### config.mk
export PLATFORM = sky130hd
export DESIGN_NAME = instr_sequencer
export DESIGN_NICKNAME = d
export VERILOG_FILES = /design/src/rtl/instr_sequencer.sv
export SDC_FILE = /design/constraint.sdc
export NUM_CORES = 1
export LEC_CHECK = 0
export CORE_ASPECT_RATIO = 1.75
export CORE_MARGIN = 8
export CORE_UTILIZATION = 60
export CTS_BUF_LIST = sky130_fd_sc_hd__clkbuf_16
export DETAILED_ROUTE_END_ITERATION = 10
export MAX_ROUTING_LAYER = met4
export PLACE_DENSITY = 0.79
export SYNTH_ARGS = -nofsm -noshare
export SYNTH_HDL_FRONTEND = slang
export SYNTH_SLANG_ARGS = --single-unit
### constraint.sdc
create_clock -name clk -period 10.7 [get_ports clk]
set_clock_uncertainty 0.2 [all_clocks]
set_input_delay 2.14 -clock clk [delete_from_list [all_inputs] [get_ports clk]]
set_output_delay 2.14 -clock clk [all_outputs]
set_load 0.03 [all_outputs]
### src/rtl/instr_sequencer.sv
// ============================================================================
// Module   : instr_sequencer
// Brief    : Program-buffer sequencer issuing one instruction per cycle to the
//            RV32I core, honouring stall; optional watchdog under the macro
//            INSTR_SEQ_WATCHDOG_EN.
// Revision : 1.0
// ============================================================================
`default_nettype none

module instr_sequencer #(
  parameter int             XLEN       = 32,
  parameter int             DEPTH      = 16,
  parameter int             CYC_W      = 16,
  parameter logic [XLEN-1:0] NOP       = 32'h0000_0013,
  parameter int             WDOG_LIMIT = 64,
  localparam int            AW         = $clog2(DEPTH)
) (
  input  logic             clk,
  input  logic             rst,
  input  logic             load_valid,
  input  logic [AW-1:0]    load_addr,
  input  logic [XLEN-1:0]  load_data,
  input  logic             start,
  input  logic [AW:0]      prog_len,
  input  logic             stall,
  output logic [XLEN-1:0]  instruction,
  output logic             en,
  output logic             busy,
  output logic             done,
  output logic [AW:0]      issue_count,
  output logic [CYC_W-1:0] cycle_count,
  output logic             timeout
);

  typedef enum logic [1:0] {
    S_IDLE = 2'd0,
    S_RUN  = 2'd1,
    S_DONE = 2'd2
  } state_t;

  state_t            state_q, state_d;
  logic [XLEN-1:0]   mem_q [DEPTH];
  logic [AW-1:0]     ptr_q;
  logic [AW:0]       len_q;
  logic [AW:0]       issue_q;
  logic [CYC_W-1:0]  cyc_q;

  logic              run_w;
  logic              start_acc_w;
  logic              accept_w;
  logic              last_w;
  logic              wdog_hit_w;

  if ((WDOG_LIMIT < 1) || (DEPTH < 2)) begin : g_bad_param
    $error("instr_sequencer: WDOG_LIMIT must be >= 1 and DEPTH >= 2");
  end

  assign run_w       = (state_q == S_RUN);
  assign start_acc_w = (state_q == S_IDLE) && start;
  assign accept_w    = run_w && !stall;
  assign last_w      = accept_w && ((issue_q + (AW+1)'(1)) == len_q);

  // Buffer is deliberately left unreset; writes only land while idle.
  always_ff @(posedge clk) begin
    if ((state_q == S_IDLE) && load_valid) begin
      mem_q[load_addr] <= load_data;
    end
  end

`ifdef INSTR_SEQ_WATCHDOG_EN
  localparam int WD_W = $clog2(WDOG_LIMIT + 1);

  logic [WD_W-1:0] stall_cnt_q;
  logic            timeout_q;

  assign wdog_hit_w = run_w && stall && (stall_cnt_q == WD_W'(WDOG_LIMIT - 1));

  always_ff @(posedge clk) begin
    if (rst) begin
      stall_cnt_q <= '0;
      timeout_q   <= 1'b0;
    end else if (start_acc_w) begin
      stall_cnt_q <= '0;
      timeout_q   <= 1'b0;
    end else if (run_w) begin
      if (!stall) begin
        stall_cnt_q <= '0;
      end else if (wdog_hit_w) begin
        stall_cnt_q <= '0;
        timeout_q   <= 1'b1;
      end else begin
        stall_cnt_q <= stall_cnt_q + WD_W'(1);
      end
    end
  end

  assign timeout = timeout_q;
`else
  assign wdog_hit_w = 1'b0;
  assign timeout    = 1'b0;
`endif

  always_comb begin
    state_d = state_q;
    case (state_q)
      S_IDLE: if (start) state_d = (prog_len != '0) ? S_RUN : S_DONE;
      S_RUN:  if (last_w || wdog_hit_w) state_d = S_DONE;
      S_DONE: state_d = S_IDLE;
      default: state_d = S_IDLE;
    endcase
  end

  always_ff @(posedge clk) begin
    if (rst) begin
      state_q <= S_IDLE;
      ptr_q   <= '0;
      len_q   <= '0;
      issue_q <= '0;
      cyc_q   <= '0;
    end else begin
      state_q <= state_d;
      case (state_q)
        S_IDLE: begin
          if (start) begin
            len_q   <= prog_len;
            ptr_q   <= '0;
            issue_q <= '0;
            cyc_q   <= '0;
          end
        end
        S_RUN: begin
          if (cyc_q != '1) cyc_q <= cyc_q + CYC_W'(1);
          // ptr may wrap after the final entry of a full buffer; it is unused then.
          if (accept_w) begin
            ptr_q   <= ptr_q + AW'(1);
            issue_q <= issue_q + (AW+1)'(1);
          end
        end
        default: ;
      endcase
    end
  end

  assign en          = run_w;
  assign busy        = run_w;
  assign done        = (state_q == S_DONE);
  assign instruction = run_w ? mem_q[ptr_q] : NOP;
  assign issue_count = issue_q;
  assign cycle_count = cyc_q;

endmodule

`default_nettype wire
* Yosys cells after proc, flatten, opt, wreduce, memory -nomap -nowiden
Memories as Yosys holds them, arrays and structs flattened. A register that Yosys moved wholly into a read port is not among the register bits. Index checks and enable logic that the tools add are counted.
Operators by class: $add $sub $neg 3, equal/unequal tests 8, muxes and demuxes 18, reduce and logical (&&, ||, !) cells 11
Operators with widths (number):
- two-way mux 16 bit | 2
- two-way mux 32 bit | 1
- one-hot mux 16 bit (2 select lines) | 1
- adder 16 x 1 -> 16 bit (second input constant) | 1
- two-way mux 4 bit | 4
- != test 16 bit (second input constant) | 1
- two-way mux 5 bit | 2
- one-hot mux 5 bit (2 select lines) | 1
- one-hot mux 4 bit (2 select lines) | 1
- two-way mux 2 bit | 3
- != test 2 x 1 -> 1 bit (second input constant) | 3
- AND reduction 3 bit | 2
- adder 5 x 1 -> 5 bit (second input constant) | 1
- equality test 5 bit | 1
- nonzero test 5 bit | 1
- adder 4 x 1 -> 4 bit (second input constant) | 1
- one-hot mux 2 bit (2 select lines) | 1
- AND reduction 2 bit | 2
- logical AND 1 bit | 3
- equality test 2 x 1 -> 1 bit (second input constant) | 1
- equality test 2 bit (second input constant) | 1
- logical NOT 2 bit | 1
- two-way mux 1 bit | 2
- != test 2 bit (second input constant) | 1
- 2 further kinds | 2
Word-level totals: register bits 32, bits in writable memories 512, output and inout bits 57, logic and storage cells 46, memories kept 1
Memory list:
- mem_q | depth 16, width 32, read ports 1, clocked after memory_dff 1, write ports 1, line 42 | logic [XLEN-1:0] mem_q [DEPTH];

* Depth between registers and ports, before layout
Gate-level depths: netlist (run 1).
depth in word-level cells 6, gate-level depth with buffers 7

* Worst setup path after synthesis (run 1)
No wires, ideal clock.
path type input to register, start in load_valid, end mem mem_q[0][0], enable pin, arrival time 5.179 ns, data required time 10.039 ns, slack 4.859 ns, cell stages on the path 3, cell sequence or3b_2 -> or3_1 -> nor3_1
On the way: word-level cells in the longest chain between the ends 3
RTL lines:
- start, declared | line 20 | input logic load_valid,
- logical AND 1 bit | line 65 | if ((state_q == S_IDLE) && load_valid) begin
- two-way mux 1 bit | line 65
- two-way mux 1 bit (implied by the code) | line 66 | mem_q[load_addr] <= load_data;
- end, declared | line 42
Every way passes these cells.

==> results of run 1 <==
[logic make-up (layout without fill, tap and decap cells)]
group	Yosys count	count (layout)	share of synthesized area, %
AO/OA/AOI/OAI	82	82	2.472
adder cells (fa/ha/maj)	3	3	0.1779
other	1	3	0.01777
multiplexers	195	195	16.84
flip-flops	548	548	76.27
XOR/XNOR	9	9	0.3735
AND/OR/NAND/NOR	104	104	2.644
buffers and inverters	59	208	1.204
[power by group]
group / internal [mW] / switching [mW]
combinational: 0.0779 / 0.115
clock: 0.890 / 0.713
sequential: 2.37 / 0.0102
total: 3.33 / 0.839
[metal layers]
metal | routed length, um | global-route usage (%) | part of all wire, % | up-vias
li1 | - | - | - | 4424
met1 | 17300 | 28.28 | 38 | 5542
met3 | 2956 | 3.207 | 6.6 | 74
met2 | 23500 | 36.95 | 52 | 449
met5 | 0 | - | 0 | -
met4 | 1239 | 8.269 | 2.8 | 0
[cell usage in the layout, fill, tap and decap left out, drive strengths merged, types with 5 or more instances in the layout]
cell type,count
clkbuf,47
nand2,11
mux4,128
clkdlybuf4s50,101
or3,6
edfxtp,512
buf,22
clkinv,16
o21ai,8
inv,17
o31ai,9
or4,10
dfxtp,36
xnor2,5
a21oi,19
mux2i,67
nand3,10
o22ai,29
nor2,33
o41ai,5
nand4,6
[registers in the layout (all words and copies together) (netlist names), named ones only]
signal / count
cycle_count: 16
issue_count: 5
mem_q: 512
state_q: 2
len_q: 5
ptr_q: 4
[path summary, 6_finish.rpt]
check	slack, ns	start	endpoint	cells past startpoint
max	4.41	register	instruction[12]	5
min	0.30	ptr_q[3]	register	2
max reg2reg	7.67	state_q[1]	mem_q[4][5]	4
min reg2reg	0.30	ptr_q[3]	register	2
[layout make-up]
cell class / instances / area (um^2)
inverter: 5 / 18.77
timing repair buffer: 123 / 1189
multi-input combinational: 394 / 4866
tap: 465 / 581.8
clock buffer: 47 / 1176
sequential: 548 / 16110
clock inverter: 33 / 249.0
fill: 2122 / 10760
antenna: 2 / 5.005
[critical path, cell delays in order, from the launching register on]
cell and delay [ns]:
sky130_fd_sc_hd__dfxtp_4 0.82, sky130_fd_sc_hd__buf_4 0.89, sky130_fd_sc_hd__mux4_2 0.38, sky130_fd_sc_hd__mux2i_1 0.09
sky130_fd_sc_hd__o22ai_1 0.30, sky130_fd_sc_hd__clkdlybuf4s50_1 0.76
[stage by stage]
step,util [%],cell area [um^2]
3_3_place_gp,65.12,22760
5_1_grt,69.21,24190
6_report,69.21,24190
3_5_place_dp,65.12,22760
4_1_cts,69.20,24190
2_1_floorplan,-,21100
==> PnR_summary.wiki, run 1 <==
{| class="wikitable"
! Metric !! Value
|-
| Result of the run || finished clean
|-
| Arrival time at the worst endpoint || 3.95 ns
|-
| Total via count after detailed routing || 10490
|-
| Die footprint || 0.04166 mm^2
|-
| Count of boundary I/O pins || 103
|-
| Maximum number of pins on one net before global-route repair || 113
|-
| H-Tree Level Count || 2
|-
| Number of standard-cell rows in the floorplan || 91
|-
| Residual DRC count || 0
|-
| Total overflow reported by the global router || 0
|-
| Maximum vdd ir drop || 160.0 uV
|-
| Instance count of the mapped netlist || 1001
|-
| Final number of hold-violating endpoints || 0
|-
| Average size of a mapped cell || 21.08 um^2
|-
| Number of buffers inserted by post-CTS setup repair || 0
|-
| Crit Path Max Fanout || 72
|-
| Ranking of synthesized cells by area || sky130_fd_sc_hd__edfxtp_1, sky130_fd_sc_hd__mux4_2, sky130_fd_sc_hd__dfxtp_1, sky130_fd_sc_hd__mux2i_1, sky130_fd_sc_hd__o22ai_1
|-
| Top cell type's share of synthesized area || 72.86%
|-
| Routability cong. || 0.8129
|-
| Total of flip-flops plus latches after synthesis || 548
|-
| Highest achievable clock rate || 159.1 MHz
|-
| Kind of launch point of the worst setup path || register
|-
| Final-report max-slew violation count || 0
|-
| Number of flops mapped to enable cells by yosys || 512
|-
| Post-CTS Hold Fix Bufs || 0
|-
| Part of the Yosys area used for sequential elements || 76.27%
|-
| Initial DRT Pass Iterations || 5
|-
| Shortest period the worst path allows || 6.286 ns
|-
| Detail Placement HPWL || 22660 um
|-
| Setup repair after global routing missed its margin || false
|-
| Clock insertion delay at the later pin of the skew report || 0.55 ns
|-
| Post-synth net total || 1050
|-
| Critical Path End Type || output port
|-
| DRT antenna net count || 0
|-
| Vias in the first global route || 10770
|-
| Leading cell type by number of instances after synthesis || sky130_fd_sc_hd__edfxtp_1
|-
| Post_cts resized || 0
|-
| Wire length of the first global-routing pass || 66840 um
|-
| Post-synthesis to final-layout area growth || 14.64%
|-
| Worst hold-check path type || reg2reg
|-
| Layout cell share with drive strength beyond 1 || 20.61%
|-
| Final critical-path share of the clock period || 58.75%
|-
| Count of placed standard cells in the final layout, fillers left out || 1617
|-
| Total Routed Length || 44990 um
|-
| Yosys synthesis warning count || 0
|-
| Power density normalized to cell area || 172.5 mW/mm^2
|-
| Avg Vias per Cell || 6.487
|-
| CTS tree || built
|-
| Total global routing track utilization || 22.53%
|-
| Post-synthesis cell type count || 44
|-
| Initial Utilization || 60.37%
|-
| Number of instances in the placed design || 1535
|-
| Routed wire length per instance || 27.82 um
|-
| Number of clock sinks seen by CTS || 548
|-
| Placement-stage worst setup slack || 5.030 ns
|-
| Commonest cells in the synthesized netlist || sky130_fd_sc_hd__edfxtp_1, sky130_fd_sc_hd__mux4_2, sky130_fd_sc_hd__mux2i_1, sky130_fd_sc_hd__dfxtp_1, sky130_fd_sc_hd__nor2_1
|-
| Total of endpoints with negative setup slack in the final report || 0
|-
| Quantity of I/O buffers inserted on ports || 101
|-
| Final Worst Setup Slack || 4.414 ns
|-
| Required time of the critical path || 8.36 ns
|-
| Width of the die || 157.8 um
|-
| Worst-path clk slew || 0.07 ns
|-
| Pin slew with the least headroom to its limit || 1.100 ns
|-
| Number of antenna violations at the first check in global routing || 2
|-
| Number of design-rule violations left by the first detailed-router iteration || 1083
|-
| MaxCap Viol Count || 0
|-
| Overall Power || 4.173 mW
|-
| Synth async-reset ratio || 0%
|-
| Mapped Area || 0.02110 mm^2
|-
| CTS Buffer Depth || 3
|-
| Worst Hold Margin || 0.2973 ns
|-
| Setup CP Type || reg2out
|-
| Nets || 1166
|-
| Most area-hungry cell type in the Yosys netlist || sky130_fd_sc_hd__edfxtp_1
|-
| Setup TNS || 0 ns
|-
| Max transition margin || 26.70%
|-
| Leakage power figure || 7.246 nW
|-
| Core Region || 0.03495 mm^2
|-
| Main flop type after synthesis || sky130_fd_sc_hd__edfxtp_1
|-
| CTS Root Buffer Type || sky130_fd_sc_hd__clkbuf_16
|-
| Inserted Clock Buffers || 45
|-
| Height of the die || 264.1 um
|}
No activity file was read; power rests on OpenSTA's default activity.
==> run 2: changes to the inputs <==
==> constraint.sdc (replaced) <==
create_clock -name clk -period 6.2 [get_ports clk]
set_clock_uncertainty 0.2 [all_clocks]
set_input_delay 1.24 -clock clk [delete_from_list [all_inputs] [get_ports clk]]
set_output_delay 1.24 -clock clk [all_outputs]
set_load 0.03 [all_outputs]
==> run 2 against run 1 <==
- utilization is 0.16 points higher
- design area up 0.23%
- highest routed layer unchanged
- first-iteration DRC count fell by 7.0%
- worst setup slack got worse by 3.2 ns
- combinational power rose by 73%
- global-route usage about the same
- worst hold slack got worse by 0.0049 ns
- total power is 73% higher
- sequential share of layout area fell by 0.15 points
- critical path type unchanged
- largest cell class unchanged
==> PnR_summary.wiki, run 2 (synthesized netlist as in run 1, its figures left out) <==
{| class="wikitable"
! Metric !! Value
|-
| Maximum number of pins on one net before global-route repair || 96
|-
| Post-route design area || 0.02425 mm^2
|-
| Number of clock sinks seen by CTS || 548
|-
| Internal power summed over all cells || 5.712 mW
|-
| Biggest register || mem_q
|-
| Crit Path Max Fanout || 29
|-
| Avg Vias per Cell || 6.458
|-
| Critical path's largest stage delay || 0.77 ns
|-
| Highest achievable clock rate || 200.9 MHz
|-
| Max FFs per register || 512
|-
| Total overflow reported by the global router || 0
|-
| Most common cell after layout, fill and taps aside || sky130_fd_sc_hd__edfxtp_1
|-
| Placement-stage worst setup slack || 1.798 ns
|-
| CTS Buffer Depth || 3
|-
| Instance area at placement || 0.02281 mm^2
|-
| Detail Placement HPWL || 24660 um
|-
| Number of design-rule violations left by the first detailed-router iteration || 1007
|-
| Count of boundary I/O pins || 103
|-
| Post-CTS Hold Fix Bufs || 0
|-
| Number of buffers inserted by post-CTS setup repair || 0
|-
| Final number of hold-violating endpoints || 0
|-
| DRT antenna net count || 0
|-
| Die footprint || 0.04166 mm^2
|-
| Core Region || 0.03495 mm^2
|-
| Flop pwr share || 57.0%
|-
| Wire length of the first global-routing pass || 67000 um
|-
| Routability cong. || 0.8455
|-
| Residual DRC count || 0
|-
| Total of endpoints with negative setup slack in the final report || 0
|-
| Final critical-path share of the clock period || 80.27%
|-
| CTS tree || built
|-
| MaxCap Viol Count || 0
|-
| Inserted Clock Buffers || 47
|-
| Relative contribution of the clock network to total power || 38.4%
|-
| Net Switching || 1.490 mW
|-
| Width of the die || 157.8 um
|-
| Number of antenna violations at the first check in global routing || 1
|-
| Leakage power figure || 7.243 nW
|-
| Nets || 1171
|-
| Top library cells by usage in the layout, fill and taps aside || sky130_fd_sc_hd__edfxtp_1, sky130_fd_sc_hd__mux4_2, sky130_fd_sc_hd__clkdlybuf4s50_1
|-
| Final-report max-slew violation count || 0
|-
| Kind of launch point of the worst setup path || register
|-
| Total via count after detailed routing || 10480
|-
| Worst-path clk slew || 0.07 ns
|-
| Quantity of I/O buffers inserted on ports || 101
|-
| Overall Power || 7.202 mW
|-
| Post-synthesis to final-layout area growth || 14.90%
|-
| Initial DRT Pass Iterations || 5
|-
| CTS Root Buffer Type || sky130_fd_sc_hd__clkbuf_16
|-
| Setup TNS || 0 ns
|-
| H-Tree Level Count || 2
|-
| Number of standard-cell rows in the floorplan || 91
|-
| Required time of the critical path || 4.76 ns
|-
| Setup repair after global routing missed its margin || false
|-
| Routed wire length per instance || 27.30 um
|-
| Arrival time at the worst endpoint || 3.54 ns
|-
| Final Worst Setup Slack || 1.223 ns
|-
| Critical path's slowest cell || sky130_fd_sc_hd__clkdlybuf4s50_1
|-
| Combinational share of power || 4.6%
|-
| Power density normalized to cell area || 297.0 mW/mm^2
|-
| Vias in the first global route || 11070
|-
| Result of the run || finished clean
|-
| Total Routed Length || 44310 um
|-
| Worst hold-check path type || reg2reg
|-
| Maximum vdd ir drop || 260.2 uV
|-
| CP bufs+invs || 2
|-
| Shortest period the worst path allows || 4.977 ns
|-
| Sw Share || 20.69%
|-
| Pin slew with the least headroom to its limit || 1.092 ns
|-
| Clock insertion delay at the later pin of the skew report || 0.57 ns
|-
| Initial Utilization || 60.37%
|-
| Dominant delay contributor by cell family on the critical path || buffers and inverters
|-
| Post_cts resized || 0
|-
| Total global routing track utilization || 22.48%
|-
| Height of the die || 264.1 um
|-
| Layout cell share with drive strength beyond 1 || 21.09%
|-
| Worst Hold Margin || 0.2924 ns
|-
| Max transition margin || 27.03%
|-
| Critical-path cell list || nand2b_1 > inv_1 > nand2b_2 > o22ai_1 > clkdlybuf4s50_1
|-
| Setup CP Type || reg2out
|-
| Critical Path End Type || output port
|}
## run 2: per-layer routing
metal	global-route usage (%)	part of all wire, %	vias up
li1	-	-	4438
met1	26.91	36	5468
met2	37.96	54	467
met3	3.387	6.8	109
met4	8.475	3.3	0
met5	-	0	-
## run 2: worst paths after layout
check	slack [ns]	start	end	depth (start not counted)
max	1.22	state_q[0]	instruction[2]	5
min reg2reg	0.29	ptr_q[3]	register	2
min	0.29	ptr_q[3]	register	2
max reg2reg	3.16	state_q[1]	mem_q[12][28]	4
## run 2: power groups by stage
stage               Combinational (mW)  Clock (mW)  Sequential, mW
finish                           0.333        2.76            4.10
global route                     0.355        2.93            4.11
CTS                              0.336        2.80            4.11
detailed placement               0.334           0            4.19
global placement                 0.327           0            4.18
floorplan                        0.184           0            4.18
## run 2: cell type report
cell class | instances | area, um^2
clock buffers | 48 | 1201
clock inverters | 36 | 234.0
repair buffers | 126 | 1236
diodes | 1 | 2.502
inverters | 5 | 18.77
well taps | 465 | 581.8
fillers | 2103 | 10710
flip-flops and latches | 548 | 16110
multi-input cells | 394 | 4866
## run 2: stage by stage
step           util (%)  cells
6_report          69.37   1623
5_1_grt           69.37   1623
4_1_cts           69.36   1622
3_5_place_dp      65.25   1538
3_3_place_gp      65.25   1538
2_1_floorplan         -   1001
## run 2: worst register-to-register path, cell delays in order, from the launching register on
cell                      delay, ns
sky130_fd_sc_hd__dfxtp_1       0.36
sky130_fd_sc_hd__or3b_2        0.52
sky130_fd_sc_hd__or3_1         0.49
sky130_fd_sc_hd__nor2_4        0.75
sky130_fd_sc_hd__buf_4         0.39
==> run 3: changes to the inputs <==
--- a/config.mk
+++ b/config.mk
@@ -7,11 +7,11 @@
 export LEC_CHECK = 0
 export CORE_ASPECT_RATIO = 1.75
 export CORE_MARGIN = 8
-export CORE_UTILIZATION = 60
+export CORE_UTILIZATION = 54
 export CTS_BUF_LIST = sky130_fd_sc_hd__clkbuf_16
 export DETAILED_ROUTE_END_ITERATION = 10
 export MAX_ROUTING_LAYER = met4
-export PLACE_DENSITY = 0.79
+export PLACE_DENSITY = 0.76
 export SYNTH_ARGS = -nofsm -noshare
 export SYNTH_HDL_FRONTEND = slang
 export SYNTH_SLANG_ARGS = --single-unit
==> constraint.sdc (replaced) <==
create_clock -name clk -period 4.5 [get_ports clk]
set_clock_uncertainty 0.2 [all_clocks]
set_input_delay 0.9 -clock clk [delete_from_list [all_inputs] [get_ports clk]]
set_output_delay 0.9 -clock clk [all_outputs]
set_load 0.03 [all_outputs]
==> run 3 against run 2 <==
- sequential power increased by 38%
- non-clock buffer count increased by 6
- die area increased by 10%
- flip-flop and latch count unchanged
- via count decreased by 2.1%
- worst setup slack got worse by 0.83 ns
- combinational power increased by 44%
- clock power increased by 38%
- clock-buffer cell count decreased by 1
- sequential share of layout area decreased by 0.49 points
- design area increased by 0.75%
- critical endpoint is now instruction[16]
==> PnR_summary.wiki, run 3 (synthesized netlist as in run 1, its figures left out) <==
{| class="wikitable"
! Metric !! Value
|-
| Flop pwr share || 56.8%
|-
| CTS Buffer Depth || 3
|-
| Sw Share || 20.17%
|-
| Number of clock sinks seen by CTS || 548
|-
| Count of boundary I/O pins || 103
|-
| Clock insertion delay at the later pin of the skew report || 0.55 ns
|-
| Hold Startpoint || cycle_count[7]
|-
| Max transition margin || 39.26%
|-
| Final-report max-slew violation count || 0
|-
| Critical path's slowest cell || sky130_fd_sc_hd__dfxtp_4
|-
| Register-to-Register Setup Slack || 1.76 ns
|-
| DRT antenna net count || 0
|-
| Max FFs per register || 512
|-
| Setup TNS || 0 ns
|-
| Most common cell after layout, fill and taps aside || sky130_fd_sc_hd__edfxtp_1
|-
| End point of the worst hold path || cycle_count[7]
|-
| Final critical-path share of the clock period || 91.18%
|-
| Maximum vdd ir drop || 268.9 uV
|-
| Post-CTS Hold Fix Bufs || 0
|-
| CP bufs+invs || 2
|-
| Arrival time at the worst endpoint || 3.00 ns
|-
| Critical path's largest stage delay || 0.63 ns
|-
| Post_cts resized || 0
|-
| Wire length of the first global-routing pass || 65080 um
|-
| Critical-path cell list || buf_4 > mux4_2 > mux2i_1 > o22ai_1 > clkdlybuf4s50_1
|-
| Critical Path End Type || output port
|-
| Height of the die || 277.5 um
|-
| Result of the run || finished clean
|-
| Highest achievable clock rate || 243.7 MHz
|-
| Required time of the critical path || 3.40 ns
|-
| Maximum number of pins on one net before global-route repair || 49
|-
| Routed wire length per instance || 26.24 um
|-
| Dominant delay contributor by cell family on the critical path || buffers and inverters
|-
| Post-route design area || 0.02443 mm^2
|-
| Routability cong. || 0.7853
|-
| CTS Root Buffer Type || sky130_fd_sc_hd__clkbuf_16
|-
| Power density normalized to cell area || 407.2 mW/mm^2
|-
| Crit Path Max Fanout || 28
|-
| Detail Placement HPWL || 23960 um
|-
| Total overflow reported by the global router || 0
|-
| Hold Path Cell Cnt || 2
|-
| Worst hold-check path type || reg2reg
|-
| Net Switching || 2.006 mW
|-
| Relative contribution of the clock network to total power || 38.4%
|-
| Nets || 1176
|-
| Number of standard-cell rows in the floorplan || 96
|-
| Initial Utilization || 54.22%
|-
| Internal power summed over all cells || 7.941 mW
|-
| Avg Vias per Cell || 6.225
|-
| Setup repair after global routing missed its margin || false
|-
| Kind of launch point of the worst setup path || register
|-
| Width of the die || 165.4 um
|-
| CTS tree || built
|-
| Instance area at placement || 0.02300 mm^2
|-
| Total via count after detailed routing || 10260
|-
| Number of cells on the worst reg-to-reg path || 4
|-
| H-Tree Level Count || 2
|-
| Biggest register || mem_q
|-
| Layout cell share with drive strength beyond 1 || 21.28%
|-
| Shortest period the worst path allows || 4.103 ns
|-
| Number of design-rule violations left by the first detailed-router iteration || 958
|-
| Worst-path clk slew || 0.07 ns
|-
| Final number of hold-violating endpoints || 0
|-
| Vias in the first global route || 10800
|-
| Util after Layout || 62.77%
|-
| Total Routed Length || 43240 um
|-
| Quantity of I/O buffers inserted on ports || 101
|-
| MaxCap Viol Count || 0
|-
| Residual DRC count || 0
|-
| Pin slew with the least headroom to its limit || 0.9091 ns
|-
| Initial DRT Pass Iterations || 5
|-
| Combinational share of power || 4.8%
|-
| Leakage power figure || 7.324 nW
|-
| Number of antenna violations at the first check in global routing || 2
|-
| Core Region || 0.03892 mm^2
|-
| Setup CP Type || reg2out
|-
| Top library cells by usage in the layout, fill and taps aside || sky130_fd_sc_hd__edfxtp_1, sky130_fd_sc_hd__mux4_2, sky130_fd_sc_hd__clkdlybuf4s50_1
|-
| Post-synthesis to final-layout area growth || 15.76%
|-
| Die footprint || 0.04591 mm^2
|-
| Reg-to-reg startpoint || state_q[1]
|-
| Total of endpoints with negative setup slack in the final report || 0
|-
| Worst flop-to-flop path endpoint || mem_q[12][26]
|-
| Total global routing track utilization || 19.58%
|-
| Number of buffers inserted by post-CTS setup repair || 0
|-
| Inserted Clock Buffers || 46
|}
-- run 3: cell types whose count changed in the layout (fill, tap and decap cells not counted), moves of 3 or more --
cell,delta
sky130_fd_sc_hd__clkinv_1,-3
sky130_fd_sc_hd__clkinv_2,-8
sky130_fd_sc_hd__inv_1,+5
sky130_fd_sc_hd__buf_12,+10
sky130_fd_sc_hd__clkdlybuf4s50_1,-5
-- run 3: worst max path at each step --
stage / from / to / cells past startpoint
finish: register / instruction[16] / 5
CTS: register / instruction[14] / 5
global placement: load_valid / mem_q[12][22] / 5
detailed placement: load_valid / mem_q[12][20] / 5
floorplan: load_valid / mem_q[1][0] / 4
global route: register / instruction[14] / 5
-- run 3: per-stage QoR --
stage                     hold slack, ns  instances  power (mW)  worst slack [ns]
after floorplan                   0.2591       1001       6.009           0.09126
after global placement            0.2705       1569       6.229            0.8243
after detailed placement          0.2887       1569       6.242            0.7778
after CTS                         0.3006       1646       10.01            0.3344
after global routing              0.3440       1648       10.19            0.2462
final                             0.3009       1648       9.947            0.3968
-- run 3: final cells by class --
class                      instances  area (um^2)
fill                            2596        14490
clock buffer                      47         1176
clock inverter                    30        242.7
tap                              490        613.1
sequential                       548        16110
inverter                           5        18.77
multi-input combinational        394         4872
timing repair buffer             132         1394
antenna                            2        5.005
-- run 3: per-layer routing --
layer / share of wire (%) / track usage [%] / wire length, um
met1: 37 / 23.29 / 16170
met2: 54 / 33.53 / 23320
met3: 5.9 / 2.924 / 2545
met4: 2.8 / 6.573 / 1202
met5: 0 / - / 0
-- run 3: worst register-to-register path, stage by stage (launching register included) --
cell                      delay, ns
sky130_fd_sc_hd__dfxtp_1       0.37
sky130_fd_sc_hd__or3b_2        0.54
sky130_fd_sc_hd__or3_1         0.52
sky130_fd_sc_hd__nor2_4        0.54
sky130_fd_sc_hd__buf_12        0.26
-- run 3: power by group through the flow --
stage,combinational [mW],sequential [mW],clock [mW]
after floorplan,0.254,5.76,0
after global routing,0.513,5.65,4.03
after CTS,0.488,5.65,3.88
after global placement,0.477,5.75,0
after detailed placement,0.486,5.76,0
final,0.480,5.65,3.82
==> RTL change 1 (config.mk and constraints of run 3) <==
The option `INSTR_SEQ_WATCHDOG_EN` is turned on by a define.
--- a/src/rtl/instr_sequencer.sv
+++ b/src/rtl/instr_sequencer.sv
@@ -6,6 +6,8 @@
 // Revision : 1.0
 // ============================================================================
 `default_nettype none
+
+`define INSTR_SEQ_WATCHDOG_EN
 
 module instr_sequencer #(
   parameter int             XLEN       = 32,
Formal check against the unedited RTL: same outputs for any inputs over 4 cycles, from zero or initial values and one cycle with rst high; that may be too few to reach the edited logic, so the function may still have changed.
==> RTL change 1 against run 3 <==
  * Final area grew 1.8%
  * Critical endpoint is now instruction[10]
  * Sequential share of layout area fell by 0.52 points
  * Cell count rose by 3.7%
  * Power is 3.7% higher
  * Sequential cell count increased by 8
  * Synthesized area up 1.7%
  * Critical path depth rose by 2
  * Utilization grew 0.54 points
  * First-iteration DRC count increased by 11%
  * Worst setup slack lost 0.23 ns
  * Fmax is 5.3% lower
  * Routed wire length increased by 5.7%
==> RTL change 1: results <==
set metrics [dict create \
    outcome "finished, final reports clean" \
    synthMuxAreaShare_pct 16.49 \
    nFillCells 2577 \
    dp_slack_ns 0.7028 \
    synthXorXnorAreaFrac_pct 0.7344 \
    crit_start "state_q[0]$_SDFFE_PP0P_" \
    r2r_start "state_q[0]$_SDFFE_PP0P_" \
    rr_worst_depth 5 \
    path_depth 7 \
    crit_path_top_delay_cell "clkdlybuf4s50_1" \
    vdd_drop_max_uv 334.4 \
    synth-compound-area-share_pct 1.964 \
    largest_reg_flops 512 \
    cpPeakStageDelay_ns 0.76 \
    worst_slack_ns 0.1662 \
    power_frac_seq_pct 55.6 \
    drive_above_1_share_pct 21.13 \
    cts-buffers-inserted 48 \
    grt_start_max_net_pins 43 \
    synthTopCellsByArea "edfxtp_1, mux4_2, dfxtp_1" \
    arrival_ns 3.23 \
    grt_pass1_vias 11120 \
    syn_nets 1095 \
    grt_antenna_before_repair 3 \
    switching_power_w 0.002151 \
    grt_first_pass_wirelength_mm 67.89 \
    io_buffers 102 \
    r2r_setup_slack_ns 1.94 \
    synth_enable_flop_cells 512 \
    leakage_nw 7.528 \
    synthAdderAreaFrac_pct 0.2331 \
    synth_cell_types 46 \
    place.gp.congestion 0.7953 \
    wl_mm 45.71 \
    place_hpwl_mm 24.54 \
    final_nets 1231 \
    powerDensity_mw_per_mm2 414.9 \
    synth_common_cells "edfxtp_1, mux4_2, mux2i_1, nor2_1, dfxtp_1" \
    r2r-end "mem_q[4][22]$_DFFE_PP_" \
    crit_end "instruction[10]" \
    ctsLongestPathBuffers 3 \
    track_usage_pct 20.12 \
    syn_inst 1045 \
    seq_area_frac_synth_pct 75.72 \
    slew_headroom_pct 40.59 \
    clkPwrFrac_pct 38.4 \
    path_max_fanout 29 \
    viasPerCell 6.252 \
    drt_iter0_drc 1060 \
]
RTL change 1: final cells by class:
cell class,instances,area (um^2),area share (%)
sequential,556,16270,65.41
clock buffer,49,1226,4.931
multi-input combinational,436,5079,20.42
inverter,3,11.26,0.04528
tap,490,613.1,2.465
antenna,3,7.507,0.03019
clock inverter,36,275.3,1.107
timing repair buffer,136,1389,5.585
RTL change 1: how the worst min path moves through the flow:
stage	from	to	slack (ns)	depth (start not counted)
2_1_floorplan	stall_cnt_q[5]$_SDFFE_PP0P_	stall_cnt_q[5]$_SDFFE_PP0P_	0.25	1
3_3_place_gp	len_q[4]$_SDFFE_PP0P_	len_q[4]$_SDFFE_PP0P_	0.26	2
3_5_place_dp	len_q[0]$_SDFFE_PP0P_	len_q[0]$_SDFFE_PP0P_	0.27	2
4_1_cts	len_q[0]$_SDFFE_PP0P_	len_q[0]$_SDFFE_PP0P_	0.28	2
5_1_grt	stall_cnt_q[6]$_SDFFE_PP0P_	stall_cnt_q[6]$_SDFFE_PP0P_	0.30	1
6_report	len_q[0]$_SDFFE_PP0P_	len_q[0]$_SDFFE_PP0P_	0.28	2
RTL change 1: per-layer routing:
layer | track usage, % | vias up | wire, um
met3 | 3.510 | 108 | 2819
met2 | 34.47 | 418 | 23870
met5 | - | - | 0
li1 | - | 4592 | -
met4 | 8.161 | 0 | 1585
met1 | 23.40 | 5567 | 17440
RTL change 1: stage by stage:
step	cells	instance area (um^2)	utilization, %	setup TNS, ns
2_1_floorplan	1045	21470	-	0
3_3_place_gp	1621	23350	59.46	0
3_5_place_dp	1621	23350	59.46	0
4_1_cts	1706	24860	63.28	0
5_1_grt	1709	24870	63.31	-0.0008582
6_report	1709	24870	63.31	0
==> RTL change 2 (flow settings as in run 3) <==
Made on the original files. Register the output `cycle_count` once more; this adds one clock of latency there. The other outputs are not delayed to match.
--- a/src/rtl/instr_sequencer.sv
+++ b/src/rtl/instr_sequencer.sv
@@ -146,7 +146,9 @@
   assign done        = (state_q == S_DONE);
   assign instruction = run_w ? mem_q[ptr_q] : NOP;
   assign issue_count = issue_q;
-  assign cycle_count = cyc_q;
+  always_ff @(posedge clk) begin
+    cycle_count <= cyc_q;
+  end
 
 endmodule
 
Function: changed (a bounded check fails within 4 cycles, from zero or initial values and one cycle with rst high).
==> RTL change 2 against run 3 <==
  * Routed wire length grew 5.0%
  * Synthesized area up 1.7%
  * Sequential cell count up 16
  * Worst setup slack lost 0.20 ns
  * Highest routed layer unchanged
  * Clock power grew 2%
  * Final area is 1.7% higher
  * Global-route usage up 0.46 points
  * Power rose by 2.3%
==> RTL change 2: results <==
set metrics [dict create \
    outcome "finished, final reports clean" \
    dp.cells 1595 \
    track_usage_pct 20.04 \
    grt_start_max_net_pins 51 \
    grt_antenna_before_repair 1 \
    post-route-period-util_pct 95.55 \
    viasPerCell 6.268 \
    dp_slack_ns 0.7334 \
    crit_end "instruction[7]" \
    synth_common_cells "edfxtp_1, mux4_2, mux2i_1, dfxtp_1, o22ai_1" \
    path_max_fanout 24 \
    syn_inst 1019 \
    drt_iter0_drc 1118 \
    cpPeakStageDelay_ns 0.68 \
    whs_ns 0.1986 \
    leakage_nw 7.494 \
    place.gp.congestion 0.8804 \
    final_nets 1203 \
    drive_above_1_share_pct 22.10 \
    arrival_ns 3.20 \
    slew_headroom_pct 32.54 \
    synth_cell_types 51 \
    rr_worst_depth 5 \
    min_path_cells 0 \
    place_hpwl_mm 24.01 \
    hold_start "cyc_q[13]$_SDFFE_PP0P_" \
    nFillCells 2574 \
]
[RTL change 2: cell types whose count changed after synthesis, moves of 5 or more]
cell	run 3	this run
buf_1	12	6
clkbuf_1	25	19
nor2_1	33	25
dfxtp_1	36	52
nand2_1	11	27
o31ai_1	9	3
buf_4	2	7
[RTL change 2: layout make-up]
class	instances	area share, %
multi-input combinational	401	19.77
sequential	564	66.09
antenna	1	0.01007
clock inverter	37	1.082
inverter	4	0.06041
timing repair buffer	136	5.679
tap	490	2.467
clock buffer	48	4.833
[RTL change 2: worst max-delay path: cells and delay by family (launching register included)]
family                 cells  cell delay [ns]
AO/OA/AOI/OAI              1             0.12
buffers and inverters      2             1.04
flip-flops                 1             0.68
multiplexers               2             0.77
[RTL change 2: routing by layer]
layer	vias up	global-route usage, %	routed length (um)	part of all wire (%)
met5	-	-	0	0
met2	425	35.07	24180	53
met4	0	6.515	1058	2.3
met1	5524	23.56	17340	38
met3	69	3.129	2831	6.2
li1	4518	-	-	-
[RTL change 2: kinds of logic (layout without fill, tap and decap cells)]
logic type / after synthesis / after routing / share of synthesized area [%]
multiplexers: 194 / 194 / 16.68
buffers and inverters: 54 / 225 / 1.171
XOR/XNOR: 7 / 7 / 0.2856
AND/OR/NAND/NOR: 119 / 119 / 3.030
adder cells (fa/ha/maj): 3 / 3 / 0.1749
flip-flops: 564 / 564 / 76.46
other: 1 / 2 / 0.01747
AO/OA/AOI/OAI: 77 / 77 / 2.180
[RTL change 2: power groups by stage]
stage               Combinational (W)  Clock [W]  Sequential, W
floorplan                    0.000264          0        0.00590
global placement             0.000483          0        0.00590
detailed placement           0.000492          0        0.00591
CTS                          0.000496    0.00395        0.00580
global route                 0.000523    0.00411        0.00580
finish                       0.000490    0.00389        0.00580
